**config.mk**
```make
export PLATFORM = sky130hd
export DESIGN_NAME = remote_cmd_rx
export DESIGN_NICKNAME = d
export VERILOG_FILES = /design/src/rtl/remote_comm_pkg.sv /design/src/rtl/uart_byte_rx.sv /design/src/rtl/remote_cmd_rx.sv
export SDC_FILE = /design/constraint.sdc
export NUM_CORES = 1
export LEC_CHECK = 0
export ABC_AREA = 0
export ABC_CLOCK_PERIOD_IN_PS = 3500
export CAP_MARGIN = 25
export CELL_PAD_IN_SITES_DETAIL_PLACEMENT = 0
export CELL_PAD_IN_SITES_GLOBAL_PLACEMENT = 1
export CORE_MARGIN = 8
export CORE_UTILIZATION = 25
export CTS_CLUSTER_SIZE = 10
export DETAILED_ROUTE_END_ITERATION = 8
export GPL_TIMING_DRIVEN = 1
export PLACE_DENSITY_LB_ADDON = 0.25
export RECOVER_POWER = 50
export SKIP_CTS_REPAIR_TIMING = 1
export SYNTH_ARGS = -nofsm -noshare
export SYNTH_HDL_FRONTEND = slang
export SYNTH_SLANG_ARGS = --single-unit
export TNS_END_PERCENT = 100
```
**constraint.sdc**
```tcl
create_clock -name clk -period 3.5 [get_ports clk]
set_clock_uncertainty 0.2 [all_clocks]
set_input_delay 0.525 -clock clk [delete_from_list [all_inputs] [get_ports clk]]
set_output_delay 0.525 -clock clk [all_outputs]
set_load 0.005 [all_outputs]
```
**src/rtl/remote_comm_pkg.sv**
```systemverilog
// Shared types and constants for the remote command link.
// Used by the byte receiver and by the command assembler.
package remote_comm_pkg;

    typedef enum logic {HIGH = 1'b0, LOW = 1'b1} asm_state_t;
    typedef enum logic {IDLE = 1'b0, RECV = 1'b1} rx_state_t;

    localparam int UART_BITS        = 10;
    localparam int DEFAULT_BAUD_DIV = 2604;

endpackage

```
**src/rtl/uart_byte_rx.sv**
```systemverilog
// 8N1 byte receiver: synchronizes RX, samples mid-bit, and emits a one-cycle
// byte_rdy or frm_err once the stop bit has been sampled.
module uart_byte_rx
    import remote_comm_pkg::*;
#(
    parameter int BAUD_DIV = DEFAULT_BAUD_DIV
) (
    input  logic       clk,
    input  logic       rst,
    input  logic       rx,
    output logic       byte_rdy,
    output logic [7:0] byte_data,
    output logic       frm_err
);
    localparam int                CNT_W    = $clog2(BAUD_DIV + 1);
    localparam int                BIT_W    = $clog2(UART_BITS);
    localparam logic [CNT_W-1:0]  HALF_BIT = CNT_W'(BAUD_DIV / 2);
    localparam logic [CNT_W-1:0]  FULL_BIT = CNT_W'(BAUD_DIV);
    localparam logic [BIT_W-1:0]  LAST_BIT = BIT_W'(UART_BITS - 1);

    logic             rx_meta_q;
    logic             rx_sync_q;
    logic             rx_prev_q;
    rx_state_t        state_q;
    logic [CNT_W-1:0] baud_cnt_q;
    logic [BIT_W-1:0] bit_cnt_q;
    logic [7:0]       shift_q;
    logic             byte_rdy_q;
    logic             frm_err_q;
    logic [7:0]       byte_data_q;
    logic             fall_edge;

    assign fall_edge = rx_prev_q & ~rx_sync_q;

    always_ff @(posedge clk or posedge rst) begin
        if (rst) begin
            rx_meta_q   <= 1'b1;
            rx_sync_q   <= 1'b1;
            rx_prev_q   <= 1'b1;
            state_q     <= IDLE;
            baud_cnt_q  <= '0;
            bit_cnt_q   <= '0;
            shift_q     <= '0;
            byte_rdy_q  <= 1'b0;
            frm_err_q   <= 1'b0;
            byte_data_q <= '0;
        end else begin
            rx_meta_q  <= rx;
            rx_sync_q  <= rx_meta_q;
            rx_prev_q  <= rx_sync_q;
            byte_rdy_q <= 1'b0;
            frm_err_q  <= 1'b0;
            case (state_q)
                IDLE: begin
                    if (fall_edge) begin
                        state_q    <= RECV;
                        baud_cnt_q <= HALF_BIT;
                        bit_cnt_q  <= '0;
                    end
                end
                RECV: begin
                    // Counter value 1 marks the sampling cycle for the current bit.
                    if (baud_cnt_q == CNT_W'(1)) begin
                        baud_cnt_q <= FULL_BIT;
                        bit_cnt_q  <= bit_cnt_q + 1'b1;
                        if (bit_cnt_q == '0) begin
                            if (rx_sync_q) begin
                                state_q <= IDLE;
                            end
                        end else if (bit_cnt_q == LAST_BIT) begin
                            byte_rdy_q  <= rx_sync_q;
                            frm_err_q   <= ~rx_sync_q;
                            byte_data_q <= shift_q;
                            state_q     <= IDLE;
                        end else begin
                            shift_q <= {rx_sync_q, shift_q[7:1]};
                        end
                    end else begin
                        baud_cnt_q <= baud_cnt_q - 1'b1;
                    end
                end
                default: state_q <= IDLE;
            endcase
        end
    end

    assign byte_rdy  = byte_rdy_q;
    assign byte_data = byte_data_q;
    assign frm_err   = frm_err_q;

endmodule

```
**src/rtl/remote_cmd_rx.sv**
```systemverilog
// Assembles two received bytes (high first) into a 16-bit command with a sticky
// ready flag. Define CMD_RX_TIMEOUT_EN to drop a stale high byte after TIMEOUT_CYC.
module remote_cmd_rx
    import remote_comm_pkg::*;
#(
    parameter int BAUD_DIV    = DEFAULT_BAUD_DIV,
    parameter int TIMEOUT_CYC = 1_000_000
) (
    input  logic        clk,
    input  logic        rst,
    input  logic        RX,
    input  logic        clr_cmd_rdy,
    output logic [15:0] cmd,
    output logic        cmd_rdy,
    output logic        frm_err
);
    logic       byte_rdy;
    logic [7:0] byte_data;
    asm_state_t asm_state_q;
    logic [7:0] hi_byte_q;
    logic [15:0] cmd_q;
    logic       cmd_rdy_q;
    logic       tmo_hit;

    uart_byte_rx #(
        .BAUD_DIV (BAUD_DIV)
    ) u_rx (
        .clk       (clk),
        .rst       (rst),
        .rx        (RX),
        .byte_rdy  (byte_rdy),
        .byte_data (byte_data),
        .frm_err   (frm_err)
    );

`ifdef CMD_RX_TIMEOUT_EN
    localparam int TMO_W = ($clog2(TIMEOUT_CYC) > 0) ? $clog2(TIMEOUT_CYC) : 1;
    logic [TMO_W-1:0] tmo_cnt_q;

    always_ff @(posedge clk or posedge rst) begin
        if (rst) begin
            tmo_cnt_q <= '0;
        end else if (asm_state_q == LOW) begin
            tmo_cnt_q <= tmo_cnt_q + 1'b1;
        end else begin
            tmo_cnt_q <= '0;
        end
    end

    assign tmo_hit = (asm_state_q == LOW) && (tmo_cnt_q == TMO_W'(TIMEOUT_CYC - 1));
`else
    // TIMEOUT_CYC only matters when the timeout counter is built in.
    logic unused_timeout_cfg;
    assign unused_timeout_cfg = (TIMEOUT_CYC > 0);
    assign tmo_hit = 1'b0;
`endif

    always_ff @(posedge clk or posedge rst) begin
        if (rst) begin
            asm_state_q <= HIGH;
            hi_byte_q   <= '0;
            cmd_q       <= '0;
            cmd_rdy_q   <= 1'b0;
        end else begin
            case (asm_state_q)
                HIGH: begin
                    if (byte_rdy) begin
                        hi_byte_q   <= byte_data;
                        asm_state_q <= LOW;
                    end
                end
                LOW: begin
                    // A byte arriving in the same cycle as the timeout still completes.
                    if (byte_rdy) begin
                        cmd_q       <= {hi_byte_q, byte_data};
                        asm_state_q <= HIGH;
                    end else if (frm_err || tmo_hit) begin
                        hi_byte_q   <= '0;
                        asm_state_q <= HIGH;
                    end
                end
                default: asm_state_q <= HIGH;
            endcase

            if (byte_rdy && asm_state_q == LOW) begin
                cmd_rdy_q <= 1'b1;
            end else if (clr_cmd_rdy || (byte_rdy && asm_state_q == HIGH)) begin
                cmd_rdy_q <= 1'b0;
            end
        end
    end

    assign cmd     = cmd_q;
    assign cmd_rdy = cmd_rdy_q;

endmodule

```
==> results.cfg, run 1 <==
[status]
outcome = complete, no violations

[synth]
syn-num-nets = 228
synthCells = 217
post_synth.cell_area_avg_um2 = 12.74
yosysSeqAreaShare = 0.5805
synth_ff_type = dfrtp_1
yosys_warnings = 0
async_flop_share = 1.000
ys_ff_latch = 64
synth_edf_count = 0
synthDistinctLibCells = 39
syn-cell-area_um2 = 2765

[timing]
period_share = 0.6965
finalMaxSlewViolations = 0
rsz0062_at_grt = no
max_slew.worst_pin.slew_ns = 1.106
fmax_mhz = 410.2
slew_headroom = 0.2624
layout_setup_ws_ns = 1.062
fin_setup_tns_ns = 0
finalHoldViolCount = 0
min_period_ns = 2.438
setup_viol = 0
fin_hold_ws_ns = 0.1634

[grt]
antenna_found_initial = 0
grt_pass1_wl_mm = 9.556
grt_max_degree = 27
gr-total-overflow = 0
grt_usage = 0.08353
grt_pass1_vias = 1786

[final_layout]
mostFrequentLayoutCell = dfrtp_1
final_cell_mix = dfrtp_1, mux2_2, clkdlybuf4s50_1, o21ai_0, a22o_1
diodes = 0
finish.net_count = 254
drive_gt1_frac = 0.2379
multiInputGateArea_um2 = 1095
seqCellArea_um2 = 1605
syn2layout_area_growth_pct = 22.35
layout.cells.non_filler = 388
fillers = 1112

[setup_path]
endpoint_kind = asynchronous set/reset pin
crit_family = buffers and inverters
path_class = in2async
cp_slowest_cell = clkbuf_1
critPathArrivalTime_ns = 2.54
crit_chain = dlygate4sd3_1 > inv_1 > clkbuf_1
cp_max_fo = 21
slowest_delay_ns = 0.89
crit_required_ns = 3.60
cp-start-kind = input pin
path_buf_inv = 3

[clocking]
numCtsBuffers = 9
ctsHtreeMaxLevel = 3
clk_root_buffer_cell = clkbuf_8
insertion_delay_ns = 0.35
tritoncts = yes
clockBufferDepth = 2
cts_sinks = 64
path_clk_slew_ns = 0.08

[run]
drv_cap = 0

[placed_design]
place_congestion = 0.6877
placed_cells = 372
pre_cts_slack_ns = 1.155
place_hpwl_mm = 3.784
portBuffers = 21

[floorplan]
rows = 38
die_w_um = 121.2
start_util = 0.2551
die_h_um = 121.2
core-area_um2 = 10840
die_area_um2 = 14680
ios = 22

[detailed_routing]
wl_mm = 5.533
wl_per_cell_um = 14.26
drt_first_iter_violations = 135
vias = 1750
drtPass1Iterations = 4
drtAntennaViolNets = 0
drc_errors = 0
vias_per_cell = 4.510

[pwr]
netSwitchingPower_uw = 543.5
p_comb_frac = 0.115
vdd_drop_max_uv = 148.1
pwr-share-clk = 0.412
sw_frac_of_total = 0.2790
p_per_area_nw_per_um2 = 575.8
seq_power_share = 0.473
p_leak_nw = 1.551
p_int_mw = 1.404

[worst_hold_path]
min_path_type = reg2reg
-- registers in the layout, summed over array words and instances (netlist names), 4 cells and up --
signal and cells:
u_rx.shift_q 8, u_rx.bit_cnt_q 4, cmd 16, u_rx.byte_data 8, hi_byte_q 8, u_rx.baud_cnt_q 12
-- power by group through the flow --
stage | Clock, mW | Combinational (mW) | Sequential [mW]
2_1_floorplan | 0 | 0.202 | 0.898
3_3_place_gp | 0 | 0.223 | 0.932
3_5_place_dp | 0 | 0.228 | 0.934
4_1_cts | 0.828 | 0.229 | 0.920
5_1_grt | 0.862 | 0.259 | 0.939
6_report | 0.802 | 0.225 | 0.921
-- through the flow --
| step | utilization | power, mW | instance area (um2) |
|---|---|---|---|
| floorplan | - | 1.100 | 2765 |
| global placement | 0.2895 | 1.155 | 3138 |
| detailed placement | 0.2895 | 1.162 | 3138 |
| CTS | 0.3124 | 1.977 | 3387 |
| global route | 0.3121 | 2.060 | 3383 |
| finish | 0.3121 | 1.948 | 3383 |
-- Yosys cell counts, types with 2 or more instances --
cell      instances  share of area
nand2b_1          3         0.0068
buf_1             2         0.0027
nand2_1           9          0.012
xor2_1            2         0.0063
a21oi_1          10          0.018
o21ai_0          12          0.022
inv_1             8          0.011
dfrtp_1          61           0.55
nor2_1            6         0.0081
or4_1             2         0.0054
clkbuf_1          6         0.0081
nor4_1            6          0.014
a21o_1            4          0.011
o31ai_1           2         0.0054
o22a_1            2         0.0063
nand3_1           4         0.0072
dfstp_2           3          0.029
and3_1            4         0.0090
a22o_1           11          0.035
ha_1              7          0.032
mux2_2           32           0.13
nor3_1            4         0.0072
-- worst reg2reg max path, cell delays in order, from the launching register on --
cell     delay [ns]
dfrtp_1        0.41
inv_1          0.11
ha_1           0.15
nor4b_4        0.31
nand4_2        0.25
nor3_4         0.44
mux2_2         0.38
-- cell families (layout without fill, tap and decap cells) --
| logic type | after synthesis | count (layout) | share of synthesized area |
|---|---|---|---|
| compound gates | 44 | 44 | 0.1063 |
| xor+xnor | 3 | 3 | 0.009504 |
| fa+ha+maj | 7 | 7 | 0.03167 |
| buf+inv | 17 | 48 | 0.02353 |
| flops | 64 | 64 | 0.5805 |
| mux | 33 | 33 | 0.1339 |
| simple gates | 49 | 49 | 0.1145 |
-- final cells by class --
cell class                 count  share of cell area
sequential                    64              0.4745
multi-input combinational    136              0.3236
timing repair buffer          24             0.06768
tap                          140             0.05178
clock inverter                 7             0.03698
clock buffer                   9             0.03661
inverter                       8            0.008876
-- routing by layer --
layer | vias up | track usage | wire length (um)
met4 | 0 | 0.05320 | 110
met1 | 872 | 0.1100 | 2852
met3 | 10 | 0.02745 | 301
met2 | 24 | 0.1147 | 2268
li1 | 844 | - | -
met5 | - | 0 | 0
-- path summary, 6_finish.rpt --
kind	startpoint	to	slack (ns)	cells after the start
worst max-delay path	rst	cmd[4]$_DFFE_PP0P_	1.06	3
worst min-delay path	u_rx.rx_meta_q$_DFF_PP1_	u_rx.rx_sync_q$_DFF_PP1_	0.16	0
worst max register to register	u_rx.baud_cnt_q[1]$_DFFE_PP0P_	u_rx.byte_data[6]$_DFFE_PP0P_	1.13	6
worst min register to register	u_rx.rx_meta_q$_DFF_PP1_	u_rx.rx_sync_q$_DFF_PP1_	0.16	0
max in group clk	u_rx.baud_cnt_q[1]$_DFFE_PP0P_	u_rx.byte_data[6]$_DFFE_PP0P_	1.13	6
min in group asynchronous	rst	u_rx.baud_cnt_q[2]$_DFFE_PP0P_	0.56	2
Note: power is estimated with default switching activity, not from simulation.
==> inputs of run 2 (changes only) <==
--- a/config.mk
+++ b/config.mk
@@ -6,7 +6,7 @@
 export NUM_CORES = 1
 export LEC_CHECK = 0
 export ABC_AREA = 0
-export ABC_CLOCK_PERIOD_IN_PS = 3500
+export ABC_CLOCK_PERIOD_IN_PS = 2300
 export CAP_MARGIN = 25
 export CELL_PAD_IN_SITES_DETAIL_PLACEMENT = 0
 export CELL_PAD_IN_SITES_GLOBAL_PLACEMENT = 1
==> constraint.sdc (replaced) <==
create_clock -name clk -period 2.3 [get_ports clk]
set_clock_uncertainty 0.2 [all_clocks]
set_input_delay 0.345 -clock clk [delete_from_list [all_inputs] [get_ports clk]]
set_output_delay 0.345 -clock clk [all_outputs]
set_load 0.005 [all_outputs]
==> results.cfg, run 2 (same netlist as run 1, synthesis figures left out) <==
[status]
outcome = complete, no violations

[worst_hold_path]
min_path_type = reg2reg

[floorplan]
die_w_um = 121.2
ios = 22
core-area_um2 = 10840
die_h_um = 121.2
start_util = 0.2551
rows = 38
die_area_um2 = 14680

[placed_design]
place_congestion = 0.7491
pre_cts_slack_ns = 0.1419
portBuffers = 21
dpl_cell_area_um2 = 3233
placed_cells = 383
place_hpwl_mm = 3.881

[pwr]
netSwitchingPower_uw = 811.4
p_per_area_nw_per_um2 = 832.7
p_int_mw = 2.059
vdd_drop_max_uv = 240.6
seq_power_share = 0.486
pwr-share-clk = 0.380
p_comb_frac = 0.134
sw_frac_of_total = 0.2827
p_leak_nw = 1.589
p_total_mw = 2.871

[timing]
finalMaxSlewViolations = 0
fmax_mhz = 463.7
setup_viol = 0
finalHoldViolCount = 0
layout_setup_ws_ns = 0.1435
fin_setup_tns_ns = 0
period_share = 0.9376
fin_hold_ws_ns = 0.1662
min_period_ns = 2.156
max_slew.worst_pin.slew_ns = 0.9447
slew_headroom = 0.3702
rsz0062_at_grt = no

[detailed_routing]
wl_mm = 5.438
drc_errors = 0
vias_per_cell = 4.411
vias = 1760
drtPass1Iterations = 4
drtAntennaViolNets = 0
drt_first_iter_violations = 84
wl_per_cell_um = 13.63

[grt]
gr-total-overflow = 0
use_met2 = 0.1168
grt_max_degree = 21
grt_pass1_vias = 1847
grt_usage = 0.08374
global_route.usage.met1 = 0.1113
busiest_layer = met2
grtUsageMet3 = 0.03118
grt_pass1_wl_mm = 9.618
antenna_found_initial = 0

[final_layout]
mostFrequentLayoutCell = dfrtp_1
diodes = 0
layout.cells.non_filler = 399
postLayoutCoreUtil = 0.3180
seqCellArea_um2 = 1605
largest_register_ffs = 16
fillers = 1120
final_cell_area_um2 = 3447
syn2layout_area_growth_pct = 24.66
multiInputGateArea_um2 = 1095
finish.net_count = 265
final_cell_mix = dfrtp_1, mux2_2, clkdlybuf4s50_1, o21ai_0, a22o_1
drive_gt1_frac = 0.2664

[clocking]
numCtsBuffers = 9
insertion_delay_ns = 0.34
path_clk_slew_ns = 0.08
tritoncts = yes
clk_root_buffer_cell = clkbuf_8
ctsHtreeMaxLevel = 3
cts_sinks = 64
clockBufferDepth = 2

[setup_path]
path_class = reg2reg
cp_slowest_cell = or3b_2
crit_chain = inv_1 > ha_1 > or3b_2 > nor4_1 > nor3_1 > nor4_1
critPathArrivalTime_ns = 2.19
cp_max_fo = 4
cp-start-kind = flip-flop
crit_top_cell = nor4_1
rrSetupSlack_ns = 0.14
crit_family = simple AND/OR/NAND/NOR gates
endpoint_kind = flip-flop
crit_required_ns = 2.34
slowest_delay_ns = 0.50
path_buf_inv = 1

[run]
drv_cap = 0
run 2: changes by cell type in the layout (fill, tap and decap cells not counted), sizes merged:
| cell | delta |
|---|---|
| inv | -1 |
| buf | +8 |
| clkinvlp | +1 |
| bufinv | -1 |
| clkbuf | +3 |
| clkinv | +1 |
run 2: path summary, 6_finish.rpt:
kind	from	to	depth (start not counted)
worst max-delay path	u_rx.baud_cnt_q[1]$_DFFE_PP0P_	u_rx.baud_cnt_q[10]$_DFFE_PP0P_	6
worst min-delay path	u_rx.rx_meta_q$_DFF_PP1_	u_rx.rx_sync_q$_DFF_PP1_	0
worst max register to register	u_rx.baud_cnt_q[1]$_DFFE_PP0P_	u_rx.baud_cnt_q[10]$_DFFE_PP0P_	6
worst min register to register	u_rx.rx_meta_q$_DFF_PP1_	u_rx.rx_sync_q$_DFF_PP1_	0
max in group asynchronous	rst	u_rx.baud_cnt_q[5]$_DFFE_PP0P_	3
min in group asynchronous	rst	cmd_rdy$_DFFE_PP0P_	2
run 2: final cells by class:
type / instances / share of cell area
clock buffer: 9 / 0.03593
inverter: 8 / 0.008711
clock inverter: 7 / 0.02976
tap: 140 / 0.05082
sequential: 64 / 0.4657
timing repair buffer: 35 / 0.09147
multi-input combinational: 136 / 0.3176
run 2: worst reg2reg max path, delay by kind of cell, from the launching register on:
| family | cells | cell delay [ns] |
|---|---|---|
| adder cells (fa/ha/maj) | 1 | 0.19 |
| AND/OR/NAND/NOR | 4 | 1.16 |
| flip-flops | 1 | 0.40 |
| buffers and inverters | 1 | 0.10 |
run 2: power by group through the flow:
stage	Sequential, mW	Clock (mW)	Combinational, mW
after global routing	1.41	1.20	0.439
after global placement	1.41	0	0.390
after CTS	1.39	1.14	0.394
after detailed placement	1.41	0	0.394
final	1.39	1.09	0.384
after floorplan	1.37	0	0.308
run 2: per-layer routing:
| metal | vias to the layer above | wire [um] |
|---|---|---|
| li1 | 872 | - |
| met1 | 854 | 2771 |
| met2 | 26 | 2307 |
| met3 | 8 | 266 |
| met4 | 0 | 92 |
| met5 | - | 0 |
==> inputs of run 3 (changes only) <==
--- a/config.mk
+++ b/config.mk
@@ -6,7 +6,6 @@
 export NUM_CORES = 1
 export LEC_CHECK = 0
 export ABC_AREA = 0
-export ABC_CLOCK_PERIOD_IN_PS = 2300
 export CAP_MARGIN = 25
 export CELL_PAD_IN_SITES_DETAIL_PLACEMENT = 0
 export CELL_PAD_IN_SITES_GLOBAL_PLACEMENT = 1
==> results of run 3 <==
The final DEF is identical to that of run 2; final timing and power are the same.
